==> config.mk <==
export PLATFORM = sky130hd
export DESIGN_NAME = uart_tx_stream_arbiter
export DESIGN_NICKNAME = d
export VERILOG_FILES = /design/src/rtl/fda_tx_pkg.sv /design/src/rtl/tx_cmd_fifo.sv /design/src/rtl/uart_tx_stream_arbiter.sv
export SDC_FILE = /design/constraint.sdc
export NUM_CORES = 1
export LEC_CHECK = 0
export BUFFER_PORTS_ARGS = -buffer_cell sky130_fd_sc_hd__buf_2
export CAP_MARGIN = 20
export CORE_MARGIN = 8
export CORE_UTILIZATION = 56
export DETAILED_ROUTE_END_ITERATION = 10
export GPL_TIMING_DRIVEN = 1
export PLACE_DENSITY = 0.76
export SLEW_MARGIN = 15
export SYNTH_ARGS = -nofsm -noshare
export SYNTH_HDL_FRONTEND = slang
export SYNTH_SLANG_ARGS = --single-unit
export TNS_END_PERCENT = 50
==> constraint.sdc <==
create_clock -name clk -period 4.6 [get_ports clk]
set_input_delay 1.38 -clock clk [delete_from_list [all_inputs] [get_ports clk]]
set_output_delay 1.38 -clock clk [all_outputs]
set_load 0.01 [all_outputs]
==> src/rtl/fda_tx_pkg.sv <==
// Shared definitions for the UART TX stream arbiter.
//   tx_state_t       FSM state encoding; the raw value is also exported on the
//                    arbiter's 4-bit state port for debug/LEDs.
//   COUNT_W          width of the per-frame payload byte counter.
//   HDR/EOD defaults first byte of every ADC frame / end-of-data marker.
//   after_send()     state the FSM resumes in once the GUARD cycle that
//                    follows each transmitted byte has elapsed.
package fda_tx_pkg;

    localparam int unsigned COUNT_W          = 16;
    localparam logic [7:0]  HDR_BYTE_DEFAULT = 8'hA5;
    localparam logic [7:0]  EOD_BYTE_DEFAULT = 8'hFF;

    typedef enum logic [3:0] {
        ST_IDLE    = 4'd0,
        ST_CMD     = 4'd1,
        ST_HDR     = 4'd2,
        ST_ADC_RD  = 4'd3,
        ST_ADC_LAT = 4'd4,
        ST_ADC_TX  = 4'd5,
        ST_EOD     = 4'd6,
        ST_CNT_HI  = 4'd7,
        ST_CNT_LO  = 4'd8,
        ST_GUARD   = 4'd9
    } tx_state_t;

    // Successor of a byte-sending state, taken after its GUARD cycle.
    function automatic tx_state_t after_send(input tx_state_t s);
        tx_state_t r;
        case (s)
            ST_CMD:    r = ST_IDLE;
            ST_HDR:    r = ST_ADC_RD;
            ST_ADC_TX: r = ST_ADC_RD;
            ST_EOD:    r = ST_CNT_HI;
            ST_CNT_HI: r = ST_CNT_LO;
            ST_CNT_LO: r = ST_IDLE;
            default:   r = ST_IDLE;
        endcase
        return r;
    endfunction

endpackage

==> src/rtl/tx_cmd_fifo.sv <==
// Synchronous first-word-fall-through FIFO buffering Main_FSM reply bytes.
//   clk      system clock
//   Reset_n  synchronous reset, active low; empties the FIFO
//   wr_data  byte to store
//   wr_en    write request; honoured when not full, or when full and a read
//            happens in the same cycle
//   rd_en    pop the head entry (ignored while empty)
//   rd_data  head entry, valid whenever empty is low
//   full     2**AW entries held
//   empty    no entries held
module tx_cmd_fifo #(
    parameter int unsigned AW = 4,
    parameter int unsigned DW = 8
) (
    input  logic          clk,
    input  logic          Reset_n,
    input  logic [DW-1:0] wr_data,
    input  logic          wr_en,
    input  logic          rd_en,
    output logic [DW-1:0] rd_data,
    output logic          full,
    output logic          empty
);

    localparam int unsigned DEPTH = 2 ** AW;
    localparam int unsigned LW    = AW + 1;

    logic [DW-1:0] mem [DEPTH];
    logic [AW-1:0] wr_ptr;
    logic [AW-1:0] rd_ptr;
    logic [LW-1:0] level;
    logic          do_wr;
    logic          do_rd;

    assign do_rd = rd_en && !empty;
    // A pop in the same cycle frees a slot, so a write to a full FIFO is kept.
    assign do_wr = wr_en && (!full || do_rd);

    always_ff @(posedge clk) begin
        if (!Reset_n) begin
            wr_ptr <= '0;
            rd_ptr <= '0;
            level  <= '0;
        end else begin
            if (do_wr) begin
                wr_ptr <= wr_ptr + AW'(1);
            end
            if (do_rd) begin
                rd_ptr <= rd_ptr + AW'(1);
            end
            case ({do_wr, do_rd})
                2'b10:   level <= level + LW'(1);
                2'b01:   level <= level - LW'(1);
                default: ;
            endcase
        end
    end

    // Storage is deliberately not reset; the level counter defines validity.
    always_ff @(posedge clk) begin
        if (do_wr) begin
            mem[wr_ptr] <= wr_data;
        end
    end

    assign rd_data = mem[rd_ptr];
    assign full    = (level == LW'(DEPTH));
    assign empty   = (level == '0);

endmodule

==> src/rtl/uart_tx_stream_arbiter.sv <==
// Shares one UART TX byte channel between Main_FSM command replies and the
// ADC capture FIFO readout. ADC bytes go out as frames
//   HDR_BYTE, payload..., EOD_BYTE, count[15:8], count[7:0]
// and reply bytes wait in a small FIFO, never interleaved into a frame.
// Replies win arbitration in IDLE; a frame closes early at MAX_FRAME bytes.
//   clk        system clock
//   Reset_n    synchronous reset, active low; aborts any frame in progress
//   cmd_data   reply byte from Main_FSM
//   cmd_wr     one-cycle write strobe for cmd_data
//   cmd_full   command FIFO full
//   cmd_ovf    sticky: cmd_wr dropped because the FIFO was full
//   adc_data   ADC FIFO read data, valid one cycle after adc_rd
//   adc_ready  ADC FIFO holds at least one byte
//   adc_rd     one-cycle ADC FIFO read strobe
//   tx_data    byte to TxDWrapper, held until the next tx_wr
//   tx_wr      one-cycle send strobe
//   tx_busy    TxDWrapper busy
//   in_frame   ADC frame in progress (header sent, count not yet finished)
//   state      FSM state encoding for debug/LEDs
module uart_tx_stream_arbiter
    import fda_tx_pkg::*;
#(
    parameter logic [7:0]  HDR_BYTE  = HDR_BYTE_DEFAULT,
    parameter logic [7:0]  EOD_BYTE  = EOD_BYTE_DEFAULT,
    parameter int unsigned CMD_AW    = 4,
    parameter int unsigned MAX_FRAME = 4096
) (
    input  logic       clk,
    input  logic       Reset_n,
    input  logic [7:0] cmd_data,
    input  logic       cmd_wr,
    output logic       cmd_full,
    output logic       cmd_ovf,
    input  logic [7:0] adc_data,
    input  logic       adc_ready,
    output logic       adc_rd,
    output logic [7:0] tx_data,
    output logic       tx_wr,
    input  logic       tx_busy,
    output logic       in_frame,
    output logic [3:0] state
);

    localparam logic [COUNT_W-1:0] MAX_COUNT = COUNT_W'(MAX_FRAME);

    tx_state_t          state_q;
    tx_state_t          state_d;
    tx_state_t          ret_q;
    tx_state_t          ret_d;
    logic [COUNT_W-1:0] count_q;
    logic [7:0]         adc_byte_q;
    logic [7:0]         tx_data_q;
    logic               in_frame_q;
    logic               cmd_ovf_q;

    logic               send_state;
    logic [7:0]         send_byte;
    logic               below_max;
    logic               cmd_pop;
    logic [7:0]         fifo_data;
    logic               fifo_full;
    logic               fifo_empty;

    tx_cmd_fifo #(
        .AW (CMD_AW),
        .DW (8)
    ) u_cmd_fifo (
        .clk     (clk),
        .Reset_n (Reset_n),
        .wr_data (cmd_data),
        .wr_en   (cmd_wr),
        .rd_en   (cmd_pop),
        .rd_data (fifo_data),
        .full    (fifo_full),
        .empty   (fifo_empty)
    );

    assign below_max = (count_q < MAX_COUNT);
    assign cmd_pop   = tx_wr && (state_q == ST_CMD);

    // State register
    always_ff @(posedge clk) begin
        if (!Reset_n) begin
            state_q <= ST_IDLE;
            ret_q   <= ST_IDLE;
        end else begin
            state_q <= state_d;
            ret_q   <= ret_d;
        end
    end

    // Next-state logic. Every sending state waits for tx_busy low, fires once,
    // then passes through GUARD (tx_busy ignored) before its successor.
    always_comb begin
        state_d = state_q;
        ret_d   = ret_q;
        case (state_q)
            ST_IDLE: begin
                if (!fifo_empty) begin
                    state_d = ST_CMD;
                end else if (adc_ready) begin
                    state_d = ST_HDR;
                end
            end
            ST_ADC_RD: begin
                state_d = (adc_ready && below_max) ? ST_ADC_LAT : ST_EOD;
            end
            ST_ADC_LAT: begin
                state_d = ST_ADC_TX;
            end
            ST_GUARD: begin
                state_d = ret_q;
            end
            default: begin
                if (tx_wr) begin
                    state_d = ST_GUARD;
                    ret_d   = after_send(state_q);
                end
            end
        endcase
    end

    // Output logic. tx_wr is combinational so a reply leaves two cycles after
    // its cmd_wr; tx_data shows the outgoing byte on that cycle and the
    // registered copy afterwards.
    always_comb begin
        send_state = 1'b0;
        send_byte  = '0;
        adc_rd     = 1'b0;
        case (state_q)
            ST_CMD: begin
                send_state = 1'b1;
                send_byte  = fifo_data;
            end
            ST_HDR: begin
                send_state = 1'b1;
                send_byte  = HDR_BYTE;
            end
            ST_ADC_TX: begin
                send_state = 1'b1;
                send_byte  = adc_byte_q;
            end
            ST_EOD: begin
                send_state = 1'b1;
                send_byte  = EOD_BYTE;
            end
            ST_CNT_HI: begin
                send_state = 1'b1;
                send_byte  = count_q[COUNT_W-1:8];
            end
            ST_CNT_LO: begin
                send_state = 1'b1;
                send_byte  = count_q[7:0];
            end
            ST_ADC_RD: begin
                adc_rd = adc_ready && below_max;
            end
            default: ;
        endcase
        tx_wr   = send_state && !tx_busy;
        tx_data = tx_wr ? send_byte : tx_data_q;
    end

    // Datapath: held tx byte, captured ADC byte, frame count and flags.
    always_ff @(posedge clk) begin
        if (!Reset_n) begin
            tx_data_q  <= '0;
            adc_byte_q <= '0;
            count_q    <= '0;
            in_frame_q <= 1'b0;
            cmd_ovf_q  <= 1'b0;
        end else begin
            if (tx_wr) begin
                tx_data_q <= send_byte;
            end
            if (state_q == ST_ADC_LAT) begin
                adc_byte_q <= adc_data;
            end
            if (tx_wr && (state_q == ST_HDR)) begin
                count_q    <= '0;
                in_frame_q <= 1'b1;
            end else if (tx_wr && (state_q == ST_ADC_TX)) begin
                count_q <= count_q + COUNT_W'(1);
            end
            if (tx_wr && (state_q == ST_CNT_LO)) begin
                in_frame_q <= 1'b0;
            end
            if (cmd_wr && fifo_full && !cmd_pop) begin
                cmd_ovf_q <= 1'b1;
            end
        end
    end

    assign cmd_full = fifo_full;
    assign cmd_ovf  = cmd_ovf_q;
    assign in_frame = in_frame_q;
    assign state    = state_q;

endmodule
## Word-level counts from Yosys, hierarchy flattened

Memory sizes are Yosys's and may differ from the RTL's. A register that Yosys moved wholly into a read port is not among the register bits.
Cells that the tools add are included.

- Eq/ne operators: 13
- Add/subtract/negate cells: 5
- $lt $le $gt $ge: 1
- Reduce and logical (&&, ||, !) cells: 26
- Bitwise gates (word level): 2
- Multiplexer cells: 15

Operator list:

| kind | count |
|---|---|
| 8-bit case mux with 6 select lines | 1 |
| 4-bit 2-to-1 mux | 5 |
| 16-bit by 1-bit adder with 16-bit output, second input constant | 1 |
| 4-bit by 3-bit == test with 1-bit output, second input constant | 4 |
| 16-bit by 13-bit less-than comparator with 1-bit output, second input constant | 1 |
| 4-bit case mux with 4 select lines | 1 |
| 4-bit case mux with 3 select lines | 1 |
| 1-bit logical AND | 10 |
| 5-bit case mux with 2 select lines | 1 |
| 4-bit by 1-bit adder with 4-bit output, second input constant | 2 |
| 4-bit by 2-bit == test with 1-bit output, second input constant | 2 |
| 4-bit == test, second input constant | 2 |
| 8-bit 2-to-1 mux | 1 |
| 2-bit OR reduction | 3 |
| 6-bit OR reduction | 1 |
| 5-bit by 1-bit adder with 5-bit output, second input constant | 1 |
| 5-bit == test, second input constant | 1 |
| 5-bit zero test | 1 |
| 5-bit nonzero test | 1 |
| 5-bit by 1-bit subtractor with 5-bit output, second input constant | 1 |
| 4-bit by 1-bit == test with 1-bit output, second input constant | 1 |
| 1-bit zero test | 4 |
| 4-bit zero test | 1 |
| 1-bit 2-to-1 mux | 4 |
| 9 further kinds | 11 |

- Bits in registers: 55
- Memories: 1
- Input bits: 21
- Output and inout bits: 17
- RAM bits: 128
- Word-level logic and storage cells: 73

Memory list:

| name | words | bits a word | rd ports | clocked after memory_dff | wr ports | RTL line | RTL |
|---|---|---|---|---|---|---|---|
| u_cmd_fifo.mem | 16 | 8 | 1 | 1 | 1 | tx_cmd_fifo.sv:28 | `logic [DW-1:0] mem [DEPTH];` |

## Depth between registers and ports, before layout

Gate-level depths: netlist of run 1.

- Depth in word-level cells: 10
- Gate-level depth with buffers: 11
- Mapped depth without buffers: 9

## Modules after synthesis

From an unflattened synthesis of run 1, not the netlist that was laid out.

- Cells, all modules: 629
- Area, all modules: 8331.7 sq um

Modules (own cells, without submodules):

| module | sequential area each (sq um) | times used | cells an instance | area an instance (sq um) |
|---|---|---|---|---|
| tx_cmd_fifo | 4184.0 | 1 | 322 | 5884.4 |
| uart_tx_stream_arbiter | 820.8 | 1 | 307 | 2447.3 |

## Worst setup path after synthesis of run 1

No wires, ideal clock.

- Path kind: input port to output port
- Start point: input tx_busy
- End point: output tx_data[0]
- Cell stages on the path: 4
- Required time: 3.220 ns
- Buffers on the path: 1
- Arrival time: 2.318 ns
- Path slack: 0.902 ns
- Cell sequence: clkbuf_1 -> a2111oi_0 -> nor3b_1 -> nor2_1

- Cells in the longest elaborated chain, start to end: 3

Ends and longest elaborated chain:

| element | RTL line | RTL |
|---|---|---|
| start, declared | uart_tx_stream_arbiter.sv:39 | `input logic tx_busy,` |
| 1-bit zero test | uart_tx_stream_arbiter.sv:160 | `tx_wr = send_state && !tx_busy;` |
| 1-bit logical AND | uart_tx_stream_arbiter.sv:160 |  |
| 8-bit 2-to-1 mux | n/a |  |
| end, declared | uart_tx_stream_arbiter.sv:37 | `output logic [7:0] tx_data,` |

No other way between the ends.

## Worst setup path in the final report of run 1

- Start point: register state_q[3] (netlist: state[3])
- End point: output tx_data[5]

- Cells in the longest elaborated chain, start to end: 5
- Elaborated cells between the ends (all ways): 11
- Those cells by class: 6 x eq/ne; 3 x mux; 2 x reduce/logical

Ends and longest elaborated chain:

| element | RTL line | RTL |
|---|---|---|
| start, declared | uart_tx_stream_arbiter.sv:46 | `tx_state_t state_q;` |
| start signal, assigned | uart_tx_stream_arbiter.sv:87 | `state_q <= state_d;` |
| 4-bit by 1-bit == test with 1-bit output (tied with other cells) | uart_tx_stream_arbiter.sv:130 | `case (state_q)` |
| 6-bit OR reduction (no source line) | n/a |  |
| 1-bit 2-to-1 mux | uart_tx_stream_arbiter.sv:130 |  |
| 1-bit logical AND | uart_tx_stream_arbiter.sv:160 |  |
| 8-bit 2-to-1 mux * | n/a |  |

Mark *: on every way between the ends. The rest lies on a longest branch, timed or not.

==> results of run 1 <==
stage by stage:
step           instance area (sq um)  setup slack (ns)  hold slack, ns  cells
5_1_grt                         8960            0.0553           0.487    828
3_5_place_dp                    8420             0.400           0.455    796
3_3_place_gp                    8420             0.494           0.446    796
4_1_cts                         8960             0.267           0.470    828
2_1_floorplan                   8110             0.902           0.436    602
6_report                        8960             0.292           0.468    828
cell families (layout without fill, tap and decap cells):
group,after synthesis,after routing,share of synthesized area
AOI/OAI and AO/OA,84,84,0.0759
muxes,47,47,0.106
buffers and inverters,48,90,0.0273
xor gates and xnor gates,23,23,0.0248
and+or+nand+nor,206,206,0.136
adders and majority gates,8,8,0.0123
DFF,186,186,0.617
power groups by stage:
stage	Sequential (W)	Clock, W	Combinational [W]
after floorplan	0.00195	0	0.000654
after global placement	0.00201	0	0.000807
after detailed placement	0.00201	0	0.000837
after CTS	0.00198	0.00137	0.000841
after global routing	0.00199	0.00142	0.000916
final	0.00198	0.00134	0.000839
critical path: cells and delay by family, from the launching register on:
kind / cells / cell delay (ns)
buffers and inverters: 1 / 0.14
AO/OA/AOI/OAI: 2 / 0.76
flip-flops: 1 / 0.66
AND/OR/NAND/NOR: 3 / 0.93
area by class of cell:
| class | count | area share |
|---|---|---|
| clock buffer | 18 | 0.0479 |
| multi-input combinational | 368 | 0.322 |
| tap | 184 | 0.0257 |
| timing repair buffer | 46 | 0.0282 |
| clock inverter | 14 | 0.0130 |
| sequential | 186 | 0.559 |
| inverter | 12 | 0.00503 |
synthesized netlist by cell type (5+ instances only):
cell type and number:
xor2_1 15, a31oi_1 6, mux4_2 31, inv_1 11, a21oi_1 20, nand2_1 41
mux2i_1 16, nand2b_1 7, o21ai_0 15, nor3_1 9, and2_1 9, o2bb2ai_1 5
xnor2_1 8, dfxtp_1 58, nand3_1 18, buf_2 15, ha_1 8, edfxtp_1 128
clkbuf_1 13, a32oi_1 6, and3_1 10, nor2b_1 6, nand4_1 7, nor2_1 67
worst paths after layout:
path / to / slack [ns] / cells after the start
worst max-delay path: tx_data[5] / 0.29 / 6
worst min-delay path: cmd_ovf / 0.47 / 1
worst min register to register: cmd_ovf / 0.47 / 1
worst max register to register: u_cmd_fifo.mem[13][7] / 1.09 / 5
registers in the layout, indices dropped and copies added (netlist names), named ones only:
register / cells
count_q: 16
u_cmd_fifo.rd_ptr: 4
adc_byte_q: 8
ret_q: 3
cmd_ovf: 1
u_cmd_fifo.level: 5
u_cmd_fifo.mem: 128
tx_data_q: 8
state: 4
u_cmd_fifo.wr_ptr: 4
in_frame: 1
layer usage:
| layer | global-route usage | up-vias | part of all wire |
|---|---|---|---|
| met1 | 0.224 | 2453 | 0.40 |
| li1 | - | 2335 | - |
| met3 | 0.0588 | 30 | 0.075 |
| met2 | 0.312 | 197 | 0.50 |
| met4 | 0.0872 | 0 | 0.025 |
| met5 | 0 | - | 0 |
==> reports/results.txt, run 1 <==
FILL cells -> 1041
Setup TNS -> 0 ns
Pwr/cell area -> 464 mW/mm^2
Post-DP HPWL -> 11600 um
Clock share of power -> 0.323
Fin nets -> 660
# diodes -> 0
Worst slew pin tran -> 0.928 ns
Crit path max fanout -> 15
Area contributors post-synth -> edfxtp_1 (47%), dfxtp_1 (14%), mux4_2 (8.6%), nor2_1 (3.1%), mux2i_1 (2.0%)
CTS Buf Count -> 17
Skew-Pair Late Insertion Delay -> 0.43 ns
Fin crit share -> 0.936
TritonCTS clock tree -> yes
CP max-delay cell -> dfxtp_1
Run status -> completed
Final max-slew violation count -> 0
Prevailing post-synth register cell -> edfxtp_1
Crit path arrival time -> 2.93 ns
Global-route wire length before repair -> 26400 um
Number of global-route vias before repair -> 4886
Syn Nets -> 631
Post-Syn Area -> 0.00811 sq mm
Commonest non-fill, non-tap cells in the layout -> edfxtp_1 (128), nor2_1 (67), dfxtp_1 (57), nand2_1 (41), buf_2 (37)
Area Growth Syn to Fin -> 10.5%
EDFF count, synth -> 128
Fraction of registers with async set/reset -> 0
GRT Util Overall -> 0.190
Initial antenna violation count -> 0
Via count -> 5015
Clock slew at reported path FFs -> 0.07 ns
Buffers added on ports -> 37
Antenna-violating nets left -> 0
Worst R2R Start -> state[0]
Routed wire per std cell -> 20.3 um
DR pass1 iterations -> 5
Max Buffers Root-to-Sink -> 2
Mean Syn Cell Area -> 13.5 sq um
Register share of total power -> 0.475
GR Overflow Total -> 0
Via density -> 6.06
Hold Buf Count CTS -> 0
Most common cell after layout, fill and taps aside -> edfxtp_1
#FFs+latches synth -> 186
Chip width -> 136 um
HP Start -> cmd_ovf
# IOs -> 38
Area occupied by registers -> 0.00501 sq mm
Logic gate share of total power -> 0.202
Ys Warns -> 0
Synth cell types -> 68
PostCTS Resize Cnt -> 0
Htree depth -> 4
CP startpoint kind -> flop
Die Footprint -> 0.0186 sq mm
Layout Skew -> 0.0130 ns
DRC violations left -> 0
Largest stage delay, worst path -> 0.66 ns
Sink Count -> 186
Sequential-to-total area share from yosys stat -> 0.617
Leakage -> 3.03 nW
CTS root buffer -> clkbuf_16
Setup-failing EPs final -> 0
Hold WC Path Type -> flop to flop
Fraction of layout cells with a size suffix above 1 -> 0.205
Crit path capture type -> output port
Cells after Synth -> 602
Max-Cap Viols -> 0
Setup bufs post-CTS -> 0
Switching pwr -> 0.00124 W
Fin util -> 0.626
Core footprint -> 0.0143 sq mm
VDD IR-drop max -> 0.293 mV
Multi-input logic area -> 0.00288 sq mm
Initial DRC count -> 551
Worst setup startpoint -> state[3]
Top cell type's share of synthesized area -> 0.474
Cell internal pwr -> 0.00292 W
Area leader, netlist -> edfxtp_1
Min Tclk post-route -> 4.31 ns
Max_slew headroom -> 0.379
Num rows -> 44
Sw Share -> 0.298
Final WL -> 16800 um
F_max -> 232 MHz
CP required -> 3.22 ns
Placer Congestion -> 0.868
Initial core utilization -> 0.566
Die H -> 136 um
Crit-path cells -> nor4b_4, a21oi_2, a2111oi_0, nor3b_2, nor2_1, buf_2
Unrepaired setup endpoints after global routing -> no
Final Hold Fails -> 0
Largest net degree at the start of global routing -> 29
Tot Pwr -> 0.00416 W
Critical path start-end classification -> flop to output port
Power figures use the tool's default switching activity.
==> run 2, diff against run 1 <==
--- a/config.mk
+++ b/config.mk
@@ -11,9 +11,11 @@
 export CORE_UTILIZATION = 56
 export DETAILED_ROUTE_END_ITERATION = 10
 export GPL_TIMING_DRIVEN = 1
+export HOLD_SLACK_MARGIN = 0.02
 export PLACE_DENSITY = 0.76
 export SLEW_MARGIN = 15
 export SYNTH_ARGS = -nofsm -noshare
 export SYNTH_HDL_FRONTEND = slang
+export SYNTH_HIERARCHICAL = 1
 export SYNTH_SLANG_ARGS = --single-unit
 export TNS_END_PERCENT = 50
==> run 2 against run 1 <==
- cell count grew 2.5%
- combinational power shrank 5.6%
- critical path depth grew 3
- sequential share of layout area shrank 2.0 points
- critical path type unchanged
- critical endpoint is now tx_data[0]
==> reports/results.txt, run 2 <==
CTS root buffer -> clkbuf_16
Run status -> completed
Final max-slew violation count -> 0
Global-route wire length before repair -> 28100 um
Sequential-to-total area share from yosys stat -> 0.601
Mean Syn Cell Area -> 13.2 sq um
Initial core utilization -> 0.573
Fraction of registers with async set/reset -> 0
Crit path to -> tx_data[0]
Core footprint -> 0.0145 sq mm
Crit path max fanout -> 9
Hold WC Path Type -> flop to flop
Post-Syn Area -> 0.00833 sq mm
Most common cell after layout, fill and taps aside -> edfxtp_1
Worst Setup Slack, final -> 0.268 ns
Worst hold stages -> 2
CP max-delay cell -> mux4_2
Fin nets -> 682
Area contributors post-synth -> edfxtp_1 (46%), dfxtp_1 (14%), mux4_2 (8.6%), nand2_1 (2.2%), a21oi_1 (2.1%)
DR pass1 iterations -> 5
Skew-Pair Late Insertion Delay -> 0.43 ns
Worst R2R Start -> state[0]
Sink Count -> 186
Setup-failing EPs final -> 0
Worst slew pin tran -> 0.772 ns
Area leader, netlist -> edfxtp_1
Via density -> 6.40
Synth cell count leaders -> edfxtp_1 (128), dfxtp_1 (58), nand2_1 (48)
Chip width -> 138 um
Pwr/cell area -> 459 mW/mm^2
Max reg flops -> 128
CP startpoint kind -> flop
Htree depth -> 4
Buffers added on ports -> 37
#FFs+latches synth -> 186
Crit path capture type -> output port
Max-Cap Viols -> 0
GRT Util Overall -> 0.198
Fin crit share -> 0.942
Top flop regs -> u_cmd_fifo/mem (128), count_q (16)
Post-DP HPWL -> 12200 um
CTS Buf Count -> 17
Largest net degree at the start of global routing -> 38
Largest stage delay, worst path -> 0.50 ns
Setup bufs post-CTS -> 0
Setup TNS -> 0 ns
Worst r2r path cells -> 10
Internal reg-to-reg setup slack -> 1.38 ns
Reg with most FFs -> u_cmd_fifo/mem
Top cell type's share of synthesized area -> 0.461
Reg-to-reg endpoint -> u_cmd_fifo/level[4]
Clock slew at reported path FFs -> 0.07 ns
Critical path start-end classification -> flop to output port
Routed wire per std cell -> 21.2 um
Syn Nets -> 660
Number of global-route vias before repair -> 5167
Most numerous cell in the Yosys netlist -> edfxtp_1
Leakage -> 3.14 nW
Worst slack at placement -> 0.623 ns
TritonCTS clock tree -> yes
Cell family with most CP delay -> compound AO/OA/AOI/OAI gates
DRC violations left -> 0
Die Footprint -> 0.0190 sq mm
Placer Congestion -> 0.857
Ys Warns -> 6
Die H -> 138 um
GR Overflow Total -> 0
Area occupied by registers -> 0.00501 sq mm
Min Tclk post-route -> 4.33 ns
Max_slew headroom -> 0.484
Initial antenna violation count -> 1
Num rows -> 44
CP required -> 3.22 ns
Area Growth Syn to Fin -> 11.6%
F_max -> 231 MHz
Max Buffers Root-to-Sink -> 2
Via count -> 5437
EDFF count, synth -> 128
Initial DRC count -> 586
Crit-path cells -> buf_4, mux4_2, a22oi_1, nand2_1, mux2i_1, nor3_1, a211o_1, o31a_1, buf_2
Final Hold Fails -> 0
# IOs -> 38
Antenna-violating nets left -> 0
WP depth -> 9
Layout Skew -> 0.00727 ns
Commonest non-fill, non-tap cells in the layout -> edfxtp_1 (128), dfxtp_1 (57), nand2_1 (48), buf_2 (37), a21oi_1 (35)
FILL cells -> 1092
Multi-input logic area -> 0.00310 sq mm
Crit path arrival time -> 2.95 ns
Prevailing post-synth register cell -> edfxtp_1
Synth cell types -> 71
CP Buf/Inv Count -> 2
Cells after Synth -> 629
Final WL -> 18000 um
Unrepaired setup endpoints after global routing -> no
Fraction of layout cells with a size suffix above 1 -> 0.179
VDD IR-drop max -> 0.357 mV
run 2: cell count changes after synthesis, sizes merged, moves of 7 or more:
cell | previous run | this run
a21oi | 21 | 36
or4 | 2 | 10
nand2 | 41 | 48
buf | 23 | 12
nor2 | 67 | 24
clkbuf | 13 | 31
and2 | 9 | 20
xor2 | 15 | 3
a22oi | 1 | 18
nand3 | 18 | 11
run 2: cell type report:
cell class / instances / share of cell area
Antenna cell: 1 / 0.000269
Sequential cell: 186 / 0.539
Multi-Input combinational cell: 386 / 0.333
Tap cell: 184 / 0.0248
Clock inverter: 15 / 0.0234
Clock buffer: 17 / 0.0458
Timing Repair Buffer: 46 / 0.0285
Inverter: 14 / 0.00565
run 2: what timing repair did:
item                                    4_1_cts  5_1_grt
gates resized for setup                       0        1
endpoints found under the setup margin        0        1
hold buffers                                  0        0
run 2: worst min path at each step:
stage	from	end	slack, ns
after floorplan	adc_byte_q[0]	adc_byte_q[0]	0.44
after global placement	cmd_ovf	cmd_ovf	0.43
after detailed placement	cmd_ovf	cmd_ovf	0.44
after CTS	cmd_ovf	cmd_ovf	0.45
after global routing	cmd_ovf	cmd_ovf	0.48
final	cmd_ovf	cmd_ovf	0.45
run 2: kinds of logic after synthesis:
family,Yosys count,share of synthesized area
flip-flops,186,0.601
adder cells (fa/ha/maj),10,0.0159
XOR/XNOR,11,0.0116
multiplexers,44,0.101
buffers and inverters,57,0.0278
AO/OA/AOI/OAI,136,0.120
AND/OR/NAND/NOR,185,0.123
run 2: per-layer routing:
layer  vias up  track usage  share of wire
met5         -            0              0
met1      2733        0.264           0.43
met3        26       0.0442          0.061
met4         0       0.0687          0.019
met2       193        0.312           0.50
li1       2485            -              -
run 2: worst register-to-register path, stage by stage (launching register included):
cell and delay, ns:
dfxtp_1 0.68, nand2b_1 0.36, nor3_1 0.27, buf_4 0.22, nor2b_1 0.24, o21ai_4 0.10, fa_1 0.38, nand2b_1 0.17
a21oi_1 0.31, o221a_2 0.26, nand4_1 0.10
run 2: where the power goes:
group          leakage, nW  internal [W]  switching (W)  total (W)
Clock                0.309      0.000841       0.000704    0.00155
Combinational         1.21      0.000331       0.000461   0.000792
Sequential            1.63       0.00186      0.0000690    0.00193
run 2: per-stage QoR:
step                power [W]  std cells  hold WS, ns  utilization  cell area [sq um]
finish                0.00426        849        0.448        0.640               9300
global route          0.00444        849        0.480        0.640               9300
CTS                   0.00428        848        0.453        0.639               9290
detailed placement    0.00275        816        0.444        0.595               8650
global placement      0.00272        816        0.432        0.595               8650
floorplan             0.00253        629        0.436            -               8330
==> run 3, diff against run 2 <==
--- a/config.mk
+++ b/config.mk
@@ -12,7 +12,7 @@
 export DETAILED_ROUTE_END_ITERATION = 10
 export GPL_TIMING_DRIVEN = 1
 export HOLD_SLACK_MARGIN = 0.02
-export PLACE_DENSITY = 0.76
+export PLACE_DENSITY = 0.74
 export SLEW_MARGIN = 15
 export SYNTH_ARGS = -nofsm -noshare
 export SYNTH_HDL_FRONTEND = slang
==> run 3 against run 2 <==
- utilization fell by 0.31 points
- critical path type unchanged
- clock skew rose by 0.0037 ns
- sequential share of layout area rose by 0.24 points
- register-to-register slack got worse by 0.13 ns
- count of clock-buffer cells in the layout rose by 1
- combinational power barely moved
- first-iteration DRC count fell by 3.2%
- maximum frequency rose by 2.4%
- critical path depth did not move
- cell area fell by 0.48%
- cell count fell by 0.24%
- clock power fell by 4%
==> reports/results.txt, run 3 (same netlist as run 2, synthesis figures left out) <==
Pwr/cell area -> 455 mW/mm^2
Max Buffers Root-to-Sink -> 2
GR Overflow Total -> 0
Max reg flops -> 128
Skew-Pair Late Insertion Delay -> 0.43 ns
TritonCTS clock tree -> yes
HP Start -> cmd_ovf
CP startpoint kind -> flop
Hold Buf Count CTS -> 0
Initial antenna violation count -> 0
Internal reg-to-reg setup slack -> 1.25 ns
Crit path arrival time -> 2.85 ns
Most common cell after layout, fill and taps aside -> edfxtp_1
Layout Skew -> 0.0109 ns
Worst R2R Start -> state[1]
Fin nets -> 681
VDD IR-drop max -> 0.302 mV
Global-route wire length before repair -> 28200 um
Reg with most FFs -> u_cmd_fifo/mem
Chip width -> 138 um
Cells after DPL -> 815
CP Buf/Inv Count -> 2
Setup-failing EPs final -> 0
DR pass1 iterations -> 5
CP required -> 3.22 ns
Worst slew pin tran -> 0.786 ns
Hold WS -> 0.446 ns
Crit-path cells -> buf_4, mux4_2, a22oi_1, nand2_1, nand2_1, o32ai_1, or4_1, o21a_1, buf_2
Routed wire per std cell -> 21.2 um
Via count -> 5423
Setup bufs post-CTS -> 0
GRT Util Overall -> 0.196
PostCTS Resize Cnt -> 0
Top flop regs -> u_cmd_fifo/mem (128), count_q (16)
Area of placed instances -> 0.00864 sq mm
Fraction of layout cells with a size suffix above 1 -> 0.176
Cell family with most CP delay -> simple AND/OR/NAND/NOR gates
Post-DP HPWL -> 11800 um
Final Hold Fails -> 0
CTS root buffer -> clkbuf_16
Max_slew headroom -> 0.475
Design area -> 0.00925 sq mm
Core footprint -> 0.0145 sq mm
Fin crit share -> 0.920
Initial DRC count -> 567
Final WL -> 18000 um
Number of global-route vias before repair -> 5245
Htree depth -> 4
Run status -> completed
Final max-slew violation count -> 0
Setup TNS -> 0 ns
Clock slew at reported path FFs -> 0.08 ns
Initial core utilization -> 0.573
Max-Cap Viols -> 0
Hold WC Path Type -> flop to flop
# IOs -> 38
Min Tclk post-route -> 4.23 ns
Buffers added on ports -> 37
CP max-delay cell -> or4_1
Die Footprint -> 0.0190 sq mm
Commonest non-fill, non-tap cells in the layout -> edfxtp_1 (128), dfxtp_1 (57), nand2_1 (48), buf_2 (37), a21oi_1 (35)
F_max -> 236 MHz
Crit path capture type -> output port
Largest stage delay, worst path -> 0.44 ns
Critical path start-end classification -> flop to output port
Num rows -> 44
Via density -> 6.40
Sink Count -> 186
Leakage -> 3.12 nW
Die H -> 138 um
Placer Congestion -> 0.875
DRC violations left -> 0
Antenna-violating nets left -> 0
Area Growth Syn to Fin -> 11.1%
Unrepaired setup endpoints after global routing -> no
# diodes -> 0
CTS Buf Count -> 17
Crit path max fanout -> 32
Final std cells w/o fill -> 847
Largest net degree at the start of global routing -> 38
Cell mode on critical path -> nand2_1
-- run 3: final timing paths --
path | end | cells past startpoint
min | cmd_ovf | 2
max reg2reg | u_cmd_fifo/mem[11][4] | 8
max | tx_data[7] | 9
min reg2reg | cmd_ovf | 2
-- run 3: metrics by stage --
step           utilization  power [W]  worst slack, ns
6_report             0.637    0.00421            0.370
5_1_grt              0.637    0.00437            0.231
4_1_cts              0.637    0.00423            0.355
3_5_place_dp         0.595    0.00275            0.745
3_3_place_gp         0.595    0.00273            0.800
2_1_floorplan            -    0.00253            0.888
-- run 3: report_power, final --
part           switching [W]  internal, W
sequential         0.0000710      0.00186
combinational       0.000459     0.000330
clock               0.000664     0.000827
-- run 3: worst reg2reg max path, delay by kind of cell, from the launching register on --
family          cells  cell delay (ns)
buf+inv             2             0.49
flops               1             0.45
simple gates        5             1.91
compound gates      1             0.12
-- run 3: layout make-up --
class                           count  area (sq um)
Multi-Input combinational cell    386          3100
Clock inverter                     14           181
Clock buffer                       18           429
Timing Repair Buffer               45           258
Inverter                           14          52.6
Sequential cell                   186          5010
Tap cell                          184           230
Fill cell                        1086          5280
-- run 3: routing by layer --
layer  track usage  wire [um]  up-vias
li1              -          -     2489
met1         0.255       7670     2697
met2         0.319       8910      211
met3        0.0471       1090       26
met4        0.0585        288        0
met5             0          0        -
